==> config.mk <==
export PLATFORM = sky130hd
export DESIGN_NAME = multi_resistor_measure
export DESIGN_NICKNAME = d
export VERILOG_FILES = /design/src/rtl/resistor_measure_pkg.sv /design/src/rtl/measure_channel.sv /design/src/rtl/multi_resistor_measure.sv
export SDC_FILE = /design/constraint.sdc
export NUM_CORES = 1
export LEC_CHECK = 0
export BUFFER_PORTS_ARGS = -buffer_cell sky130_fd_sc_hd__buf_2
export CAP_MARGIN = 5
export CORE_UTILIZATION = 55
export CTS_BUF_LIST = sky130_fd_sc_hd__clkbuf_2 sky130_fd_sc_hd__clkbuf_4 sky130_fd_sc_hd__clkbuf_8
export DETAILED_ROUTE_END_ITERATION = 7
export PLACE_DENSITY = 0.76
export SETUP_SLACK_MARGIN = 0.1
export SYNTH_ARGS = -nofsm -noshare
export SYNTH_HDL_FRONTEND = slang
export SYNTH_HIERARCHICAL = 1
export SYNTH_SLANG_ARGS = --single-unit
==> constraint.sdc <==
create_clock -name clk -period 2.81 [get_ports clk]
set_input_delay 0.843 -clock clk [delete_from_list [all_inputs] [get_ports clk]]
set_output_delay 0.843 -clock clk [all_outputs]
set_load 0.01 [all_outputs]
==> src/rtl/resistor_measure_pkg.sv <==
// rtl/resistor_measure_pkg.sv - shared types for the paddle charge-time sensor
package resistor_measure_pkg;

    typedef enum logic {
        PH_DRAIN,
        PH_MEASURE
    } phase_e;

endpackage

==> src/rtl/measure_channel.sv <==
// rtl/measure_channel.sv - one sensed channel: synchroniser, debounce/lock, capture, averaging
module measure_channel
    import resistor_measure_pkg::*;
#(
    parameter int VALUE_W  = 8,
    parameter int DEBOUNCE = 5,
    parameter int AVG_LOG2 = 2
) (
    input  logic               clk,
    input  logic               reset,
    input  logic               measure_i,
    input  logic               meas_active_i,
    input  logic               start_i,
    input  logic               last_i,
    input  logic               commit_i,
    input  logic [VALUE_W-1:0] raw_sample_i,
    output logic [VALUE_W-1:0] value_o,
    output logic               timeout_o
);

    localparam int RUN_W = $clog2(DEBOUNCE + 1);
    localparam int ACC_W = VALUE_W + AVG_LOG2;

    logic               sync1_q, s_q;
    logic [RUN_W-1:0]   run_q, run_d, run_inc;
    logic               locked_q, locked_d, locked_eff;
    logic [VALUE_W-1:0] raw_q, raw_d, raw_eff;
    logic [ACC_W-1:0]   acc_q, acc_d, sum;
    logic               sticky_q, sticky_d;
    logic [VALUE_W-1:0] value_q, value_d;
    logic               timeout_q, timeout_d;
    logic               capture;

    always_comb begin
        run_inc    = run_q + 1'b1;
        capture    = meas_active_i && !locked_q && s_q && (run_inc == RUN_W'(DEBOUNCE));
        // A capture on the final MEASURE cycle must still reach this period's accumulate.
        raw_eff    = capture ? raw_sample_i : raw_q;
        locked_eff = locked_q | capture;
        sum        = acc_q + ACC_W'(raw_eff);

        run_d     = run_q;
        locked_d  = locked_q;
        raw_d     = raw_q;
        acc_d     = acc_q;
        sticky_d  = sticky_q;
        value_d   = value_q;
        timeout_d = timeout_q;

        if (start_i) begin
            run_d    = '0;
            locked_d = 1'b0;
            raw_d    = '1;
        end else if (meas_active_i && !locked_q) begin
            run_d = s_q ? run_inc : '0;
            if (capture) begin
                locked_d = 1'b1;
                raw_d    = raw_sample_i;
            end
        end

        if (last_i) begin
            if (commit_i) begin
                value_d   = VALUE_W'(sum >> AVG_LOG2);
                timeout_d = sticky_q | !locked_eff;
                acc_d     = '0;
                sticky_d  = 1'b0;
            end else begin
                acc_d    = sum;
                sticky_d = sticky_q | !locked_eff;
            end
        end
    end

    always_ff @(posedge clk) begin
        if (reset) begin
            sync1_q   <= 1'b0;
            s_q       <= 1'b0;
            run_q     <= '0;
            locked_q  <= 1'b0;
            raw_q     <= '1;
            acc_q     <= '0;
            sticky_q  <= 1'b0;
            value_q   <= '0;
            timeout_q <= 1'b0;
        end else begin
            sync1_q   <= measure_i;
            s_q       <= sync1_q;
            run_q     <= run_d;
            locked_q  <= locked_d;
            raw_q     <= raw_d;
            acc_q     <= acc_d;
            sticky_q  <= sticky_d;
            value_q   <= value_d;
            timeout_q <= timeout_d;
        end
    end

    assign value_o   = value_q;
    assign timeout_o = timeout_q;

endmodule

==> src/rtl/multi_resistor_measure.sv <==
// rtl/multi_resistor_measure.sv - shared drain/measure sequencer for NUM_CH paddle channels
module multi_resistor_measure
    import resistor_measure_pkg::*;
#(
    parameter int NUM_CH   = 2,
    parameter int CNT_W    = 16,
    parameter int VALUE_W  = 8,
    parameter int DEBOUNCE = 5,
    parameter int AVG_LOG2 = 2
) (
    input  logic                      clk,
    input  logic                      reset,
    input  logic [NUM_CH-1:0]         measure,
    output logic                      drain_capacitance,
    output logic [NUM_CH*VALUE_W-1:0] value,
    output logic [NUM_CH-1:0]         timeout,
    output logic                      value_valid
);

    localparam logic [CNT_W-1:0]  D_LAST      = CNT_W'((1 << (CNT_W - 2)) - 1);
    localparam logic [CNT_W-1:0]  M_LAST      = CNT_W'((1 << (CNT_W - 1)) - 1);
    localparam logic [AVG_LOG2:0] PERIOD_LAST = (AVG_LOG2 + 1)'((1 << AVG_LOG2) - 1);

    phase_e             phase_q, phase_d;
    logic [CNT_W-1:0]   cnt_q, cnt_d;
    logic [AVG_LOG2:0]  period_q, period_d;
    logic               drain_q, valid_q;
    logic               start_meas, last_meas, commit;

    always_comb begin
        phase_d    = phase_q;
        cnt_d      = cnt_q + 1'b1;
        start_meas = 1'b0;
        last_meas  = 1'b0;
        case (phase_q)
            PH_DRAIN: begin
                if (cnt_q == D_LAST) begin
                    phase_d    = PH_MEASURE;
                    cnt_d      = '0;
                    start_meas = 1'b1;
                end
            end
            PH_MEASURE: begin
                if (cnt_q == M_LAST) begin
                    phase_d   = PH_DRAIN;
                    cnt_d     = '0;
                    last_meas = 1'b1;
                end
            end
            default: begin
                phase_d = PH_DRAIN;
                cnt_d   = '0;
            end
        endcase

        commit   = last_meas && (period_q == PERIOD_LAST);
        period_d = period_q;
        if (last_meas) begin
            period_d = commit ? '0 : period_q + 1'b1;
        end
    end

    always_ff @(posedge clk) begin
        if (reset) begin
            phase_q  <= PH_DRAIN;
            cnt_q    <= '0;
            period_q <= '0;
            drain_q  <= 1'b1;
            valid_q  <= 1'b0;
        end else begin
            phase_q  <= phase_d;
            cnt_q    <= cnt_d;
            period_q <= period_d;
            drain_q  <= (phase_d == PH_DRAIN);
            valid_q  <= commit;
        end
    end

    for (genvar i = 0; i < NUM_CH; i++) begin : g_ch
        measure_channel #(
            .VALUE_W  (VALUE_W),
            .DEBOUNCE (DEBOUNCE),
            .AVG_LOG2 (AVG_LOG2)
        ) u_ch (
            .clk           (clk),
            .reset         (reset),
            .measure_i     (measure[i]),
            .meas_active_i (phase_q == PH_MEASURE),
            .start_i       (start_meas),
            .last_i        (last_meas),
            .commit_i      (commit),
            .raw_sample_i  (cnt_q[CNT_W-2 -: VALUE_W]),
            .value_o       (value[i*VALUE_W +: VALUE_W]),
            .timeout_o     (timeout[i])
        );
    end

    assign drain_capacitance = drain_q;
    assign value_valid       = valid_q;

endmodule
==> flow_summary.ini, run 1 <==
[critical_path]
r2r_setup_slack_ns = -0.03
crit_path_end_kind = flop
cp.required_ns = 3.10
critPathMaxFanout = 8
critPathLaunchType = flop
worst_ep_arrival_time_ns = 3.13
crit_type = reg2reg

[run_status]
violations = negative setup slack
outcome = finished with violations

[placement]
place_ws_ns = -0.08211
port_buffers = 23
place.gp.congestion = 0.8823
hpwl_mm = 7.520
place_area_um2 = 5240

[grt]
antenna_found_initial = 0
use_met3 = 0.06039
overflow = 0
grt_max_degree = 36
grt_pass1_vias = 3951
grt.busiest_layer = met2
grt_pass1_wl_mm = 18.31
grtUsageMet2 = 0.4388
met1_usage = 0.3294
grtUsageTotal = 0.2611

[floorplan]
ios = 24
start_util = 0.5738
row_count = 33
die_width_um = 94.82
dieArea_um2 = 8990
core_um2 = 8258
die_y_um = 94.82

[timing]
worst_slack_ns = -0.03233
rsz0062_at_grt = yes
fin_crit_ns = 2.842
worst_pin_slew_ns = 0.6463
finClkSkew_ns = 0.007739
slew_violations = 0
min_period_over_period = 1.012
maxSlewHeadroom = 0.5675
final-setup-viol-count = 2
fmax_mhz = 351.8
hold_viol = 0

[drt]
dr.pass1.iters = 5
viasPerCell = 5.994
drt_first_iter_violations = 258
vias = 4112
wl_mm = 11.49
final_antenna_net_count = 0
remaining_drc_errors = 0
wire_per_inst_um = 16.74

[synthesis]
synthCells = 510
yosys.area.top_type = dfxtp_1
syn-mean-instance-area_um2 = 9.291
synth_nets = 538
syn_area_um2 = 4738
synth_top_area_frac = 0.3802
synth_edf_count = 0
synth_area_leaders = dfxtp_1, ha_1, mux2_4
ys_types = 68
synth-main-ff-cell = dfxtp_1
async_flop_share = 0
yosys_warnings = 6
synth-seq-cells = 90
yosysSeqAreaShare = 0.3802

[clocking]
clk_pin_slew_ns = 0.08
numCtsBuffers = 9
cts-root-buf = clkbuf_8
holdBufCountCts = 0
clock_tree.htree_level_count = 3
cts_buffer_depth = 2
cts_tree = done
cts.sinks = 90
insertion_delay_ns = 0.36

[final_layout]
nets = 605
final_util = 0.7073
mostFrequentLayoutCell = dfxtp_1
n_fill_cell = 627
layout-drive-gt1-share = 0.2978
final_cell_mix = dfxtp_1, buf_4, nor2_1
diodes = 0
final_area_um2 = 5841
syn2layout_area_growth_pct = 23.26

[power_and_ir_drop]
peakVddDrop_v = 0.0002131
power_leakage_nw = 2.310
p_per_area_nw_per_um2 = 389.4

[flow_run]
maxCapViolCount = 0

[hold_path]
hold_path.class = reg2reg
## worst max-delay path: stages (launching register included)
cell and delay [ns]:
dfxtp_2 0.34, ha_4 0.17, xor2_2 0.17, and3_4 0.21, buf_12 0.13, mux2_4 0.32, ha_4 0.17, fa_2 0.36
nand3_4 0.11, a211oi_2 0.08, or4_1 0.49, a31oi_1 0.20
## cells in the mapped netlist, drive strengths merged, types with 6 or more instances
cell type / instances
a211oi: 6
a21o: 9
a21oi: 27
and3: 6
buf: 12
clkbuf: 9
dfxtp: 90
ha: 22
inv: 20
mux2: 17
nand2: 25
nand2b: 22
nand3: 13
nand3b: 19
nand4: 7
nor2: 44
nor2b: 8
nor3: 22
nor3b: 6
o211ai: 11
o21ai: 13
o311ai: 6
o31ai: 6
or3: 15
xnor2: 7
xor2: 14
## routing by layer
layer	vias up	wire (µm)
met4	0	210
met5	-	0
met3	22	544
met2	101	5566
met1	2013	5164
li1	1976	-
## final timing paths
check	cells past startpoint	startpoint	endpoint
max	11	g_ch[0].u_ch/run_q[0]	g_ch[0].u_ch/acc_q[8]
max reg2reg	11	g_ch[0].u_ch/run_q[0]	g_ch[0].u_ch/acc_q[8]
min	2	period_q[2]	period_q[2]
min reg2reg	2	period_q[2]	period_q[2]
## flip-flops by register name, summed over array words and instances (netlist names)
signal,count
g_ch.u_ch/timeout_o,2
phase_q,1
g_ch.u_ch/sync1_q,2
g_ch.u_ch/s_q,2
drain_capacitance,1
g_ch.u_ch/run_q,6
period_q,3
value_valid,1
g_ch.u_ch/locked_q,2
g_ch.u_ch/raw_q,16
cnt_q,16
g_ch.u_ch/sticky_q,2
g_ch.u_ch/value_o,16
g_ch.u_ch/acc_q,20
## report_power, final
part | internal (W) | total, W | leakage [nW] | switching, W
logic | 0.0000288 | 0.0000717 | 1.49 | 0.0000430
clock network | 0.000440 | 0.000901 | 0.0911 | 0.000461
registers | 0.00129 | 0.00130 | 0.730 | 0.0000141
## per-stage QoR
step,hold WS (ns),total power [W],setup TNS [ns],cells
final,0.4474,0.002274,-0.04530,686
after global routing,0.4650,0.002344,-0.3649,686
after CTS,0.4485,0.002294,-0.001233,676
after detailed placement,0.4305,0.001402,-0.5478,656
after global placement,0.4233,0.001398,0,656
after floorplan,0.4138,0.001381,0,510
## logic make-up (layout without fill, tap and decap cells)
| family | after synthesis | in the layout | share of synthesized area |
|---|---|---|---|
| buffers and inverters | 41 | 112 | 0.04040 |
| multiplexers | 19 | 19 | 0.05730 |
| XOR/XNOR | 21 | 21 | 0.03882 |
| flip-flops | 90 | 90 | 0.3802 |
| AND/OR/NAND/NOR | 208 | 208 | 0.2501 |
| adder cells (fa/ha/maj) | 24 | 24 | 0.06654 |
| AO/OA/AOI/OAI | 107 | 107 | 0.1666 |
## repair_timing
action | in CTS | in global routing
setup buffers | 5 | 10
setup endpoints to repair | 21 | 25
endpoints found under the hold margin | 0 | 0
gates resized for setup | 18 | 33
pin swaps | 18 | 23
## cell type report
class | count | area (µm²) | share of cell area
tap | 105 | 131.4 | 0.02249
clock inverter | 4 | 52.55 | 0.008997
sequential | 90 | 1810 | 0.3100
clock buffer | 11 | 145.1 | 0.02485
timing repair buffer | 77 | 573.1 | 0.09811
inverter | 20 | 75.07 | 0.01285
multi-input combinational | 379 | 3053 | 0.5227
(Power assumes the default switching activity.)
==> inputs of run 2 (changes only) <==
--- a/config.mk
+++ b/config.mk
@@ -14,5 +14,4 @@
 export SETUP_SLACK_MARGIN = 0.1
 export SYNTH_ARGS = -nofsm -noshare
 export SYNTH_HDL_FRONTEND = slang
-export SYNTH_HIERARCHICAL = 1
 export SYNTH_SLANG_ARGS = --single-unit
==> constraint.sdc (replaced) <==
create_clock -name clk -period 2.81 [get_ports clk]
set_input_delay 0.843 -clock clk [delete_from_list [all_inputs] [get_ports clk]]
set_output_delay 0.843 -clock clk [all_outputs]
set_load 0.02 [all_outputs]
==> flow_summary.ini, run 2 <==
[final_layout]
mostFrequentLayoutCell = dfxtp_1
final_cell_count_no_fill = 659
final_cell_mix = dfxtp_1, nand2_1, nor2_1
largest_register_ffs = 20
regMostFlops = g_ch.u_ch.acc_q
diodes = 0
n_fill_cell = 545
nets = 582
final_util = 0.7168
syn2layout_area_growth_pct = 25.81
layout-drive-gt1-share = 0.3052

[power_and_ir_drop]
p_per_area_nw_per_um2 = 441.1
clockPowerShare = 0.444
p_seq_frac = 0.530
p_comb_frac = 0.026
power.internal_w = 0.001948
swShare = 0.2066
peakVddDrop_v = 0.0003127
p_sw_w = 0.0005074
finalPower_w = 0.002456
power_leakage_nw = 2.123

[critical_path]
critPathMaxFanout = 8
reg2reg_from = g_ch[0].u_ch.run_q[1]
crit_path_end_kind = flop
critPathLaunchType = flop
worst_ep_arrival_time_ns = 3.10
critPathLaunch = g_ch[0].u_ch.run_q[1]
cp.required_ns = 3.07
crit_type = reg2reg

[drt]
wl_mm = 10.51
dr.pass1.iters = 5
drt_first_iter_violations = 192
vias = 3792
viasPerCell = 5.754
remaining_drc_errors = 0
final_antenna_net_count = 0
wire_per_inst_um = 15.94

[floorplan]
start_util = 0.5697
die_y_um = 91.70
core_um2 = 7767
ios = 24
dieArea_um2 = 8409
row_count = 32
die_width_um = 91.70

[clocking]
insertion_delay_ns = 0.36
clock_tree.htree_level_count = 3
clk_pin_slew_ns = 0.08
cts.sinks = 90
cts-root-buf = clkbuf_8
cts_buffer_depth = 2
cts_tree = done
numCtsBuffers = 9
holdBufCountCts = 0

[synthesis]
synth-seq-cells = 90
synth_nets = 531
synth-main-ff-cell = dfxtp_1
ys_top_cells_by_count = dfxtp_1, nand2_1, a21oi_1, nor2_1, nand3_1
syn-mean-instance-area_um2 = 8.833
yosysMostFrequentCell = dfxtp_1
yosysSeqAreaShare = 0.4071
synthCells = 501
synth_area_leaders = dfxtp_1, ha_1, a21oi_1
synth_edf_count = 0
yosys.area.top_type = dfxtp_1
syn_area_um2 = 4425
ys_types = 57
yosys_warnings = 0
synth_top_area_frac = 0.4071
async_flop_share = 0

[timing]
worst_slack_ns = -0.02411
final-setup-viol-count = 1
rsz0062_at_grt = yes
finClkSkew_ns = 0.01253
fin_crit_ns = 2.834
maxSlewHeadroom = 0.5819
min_period_over_period = 1.009
fin_setup_tns_ns = -0.02411
worst_pin_slew_ns = 0.6272
fmax_mhz = 352.8
hold_viol = 0
slew_violations = 0

[hold_path]
hold_path.class = reg2reg
min_from = g_ch[0].u_ch.sync1_q

[placement]
place.gp.congestion = 0.9159
port_buffers = 23
hpwl_mm = 6.971
place_ws_ns = -0.1610
dp_cells = 634

[grt]
overflow = 0
grtUsageTotal = 0.2535
antenna_found_initial = 0
grt_pass1_vias = 3546
grt_pass1_wl_mm = 16.92
grt_max_degree = 31

[run_status]
violations = negative setup slack
outcome = finished with violations

[flow_run]
maxCapViolCount = 0
-- run 2: through the flow --
stage | instance area (µm²) | hold WS, ns
finish | 5568 | 0.4477
global route | 5568 | 0.4683
floorplan | 4518 | 0.4138
detailed placement | 4860 | 0.4342
CTS | 5305 | 0.4532
global placement | 4860 | 0.4225
-- run 2: final timing paths --
kind                            slack, ns                       to  depth (start not counted)
worst max-delay path                -0.02  g_ch[0].u_ch.value_o[6]                         13
worst min-delay path                 0.45         g_ch[0].u_ch.s_q                          1
worst max register to register      -0.02  g_ch[0].u_ch.value_o[6]                         13
worst min register to register       0.45         g_ch[0].u_ch.s_q                          1
-- run 2: critical path, stage by stage, from the launching register on --
cell and delay (ns):
dfxtp_4 0.36, ha_4 0.15, xor2_1 0.13, and3_1 0.20, buf_6 0.14, mux2_4 0.32
ha_4 0.17, inv_2 0.04, fa_2 0.20, nor2b_2 0.05, o2111a_2 0.27, o211a_1 0.22
or2_4 0.23, o311ai_1 0.25
-- run 2: per-layer routing --
metal	GRT usage	part of all wire	wire length [µm]
met5	0	0	0
met4	0.08073	0.020	205
met3	0.04726	0.049	518
met1	0.3265	0.44	4667
met2	0.4298	0.49	5115
-- run 2: cell type report --
| type | instances | area [µm²] | share of cell area |
|---|---|---|---|
| Timing Repair Buffer | 64 | 437.9 | 0.07865 |
| Tap cell | 102 | 127.6 | 0.02292 |
| Clock buffer | 12 | 152.6 | 0.02742 |
| Multi-Input combinational cell | 364 | 2855 | 0.5128 |
| Inverter | 23 | 86.33 | 0.01551 |
| Clock inverter | 4 | 98.84 | 0.01775 |
| Sequential cell | 90 | 1809 | 0.3249 |
-- run 2: repair_timing --
action	4_1_cts	5_1_grt
setup buffers	5	2
resized for setup	29	53
pin swaps	22	21
cloned	1	0
setup endpoints to repair	18	26
-- run 2: power groups by stage --
stage	Sequential [W]	Combinational, W	Clock [W]
2_1_floorplan	0.00133	0.0000458	0
3_3_place_gp	0.00133	0.0000565	0
3_5_place_dp	0.00133	0.0000585	0
4_1_cts	0.00130	0.0000595	0.00110
5_1_grt	0.00131	0.0000716	0.00115
6_report	0.00130	0.0000650	0.00109
-- run 2: kinds of logic after synthesis --
| logic type | after synthesis | share of synthesized area |
|---|---|---|
| AO/OA/AOI/OAI | 94 | 0.1380 |
| XOR/XNOR | 23 | 0.04552 |
| AND/OR/NAND/NOR | 205 | 0.2460 |
| flip-flops | 90 | 0.4071 |
| multiplexers | 16 | 0.04015 |
| buffers and inverters | 47 | 0.04637 |
| adder cells (fa/ha/maj) | 26 | 0.07690 |
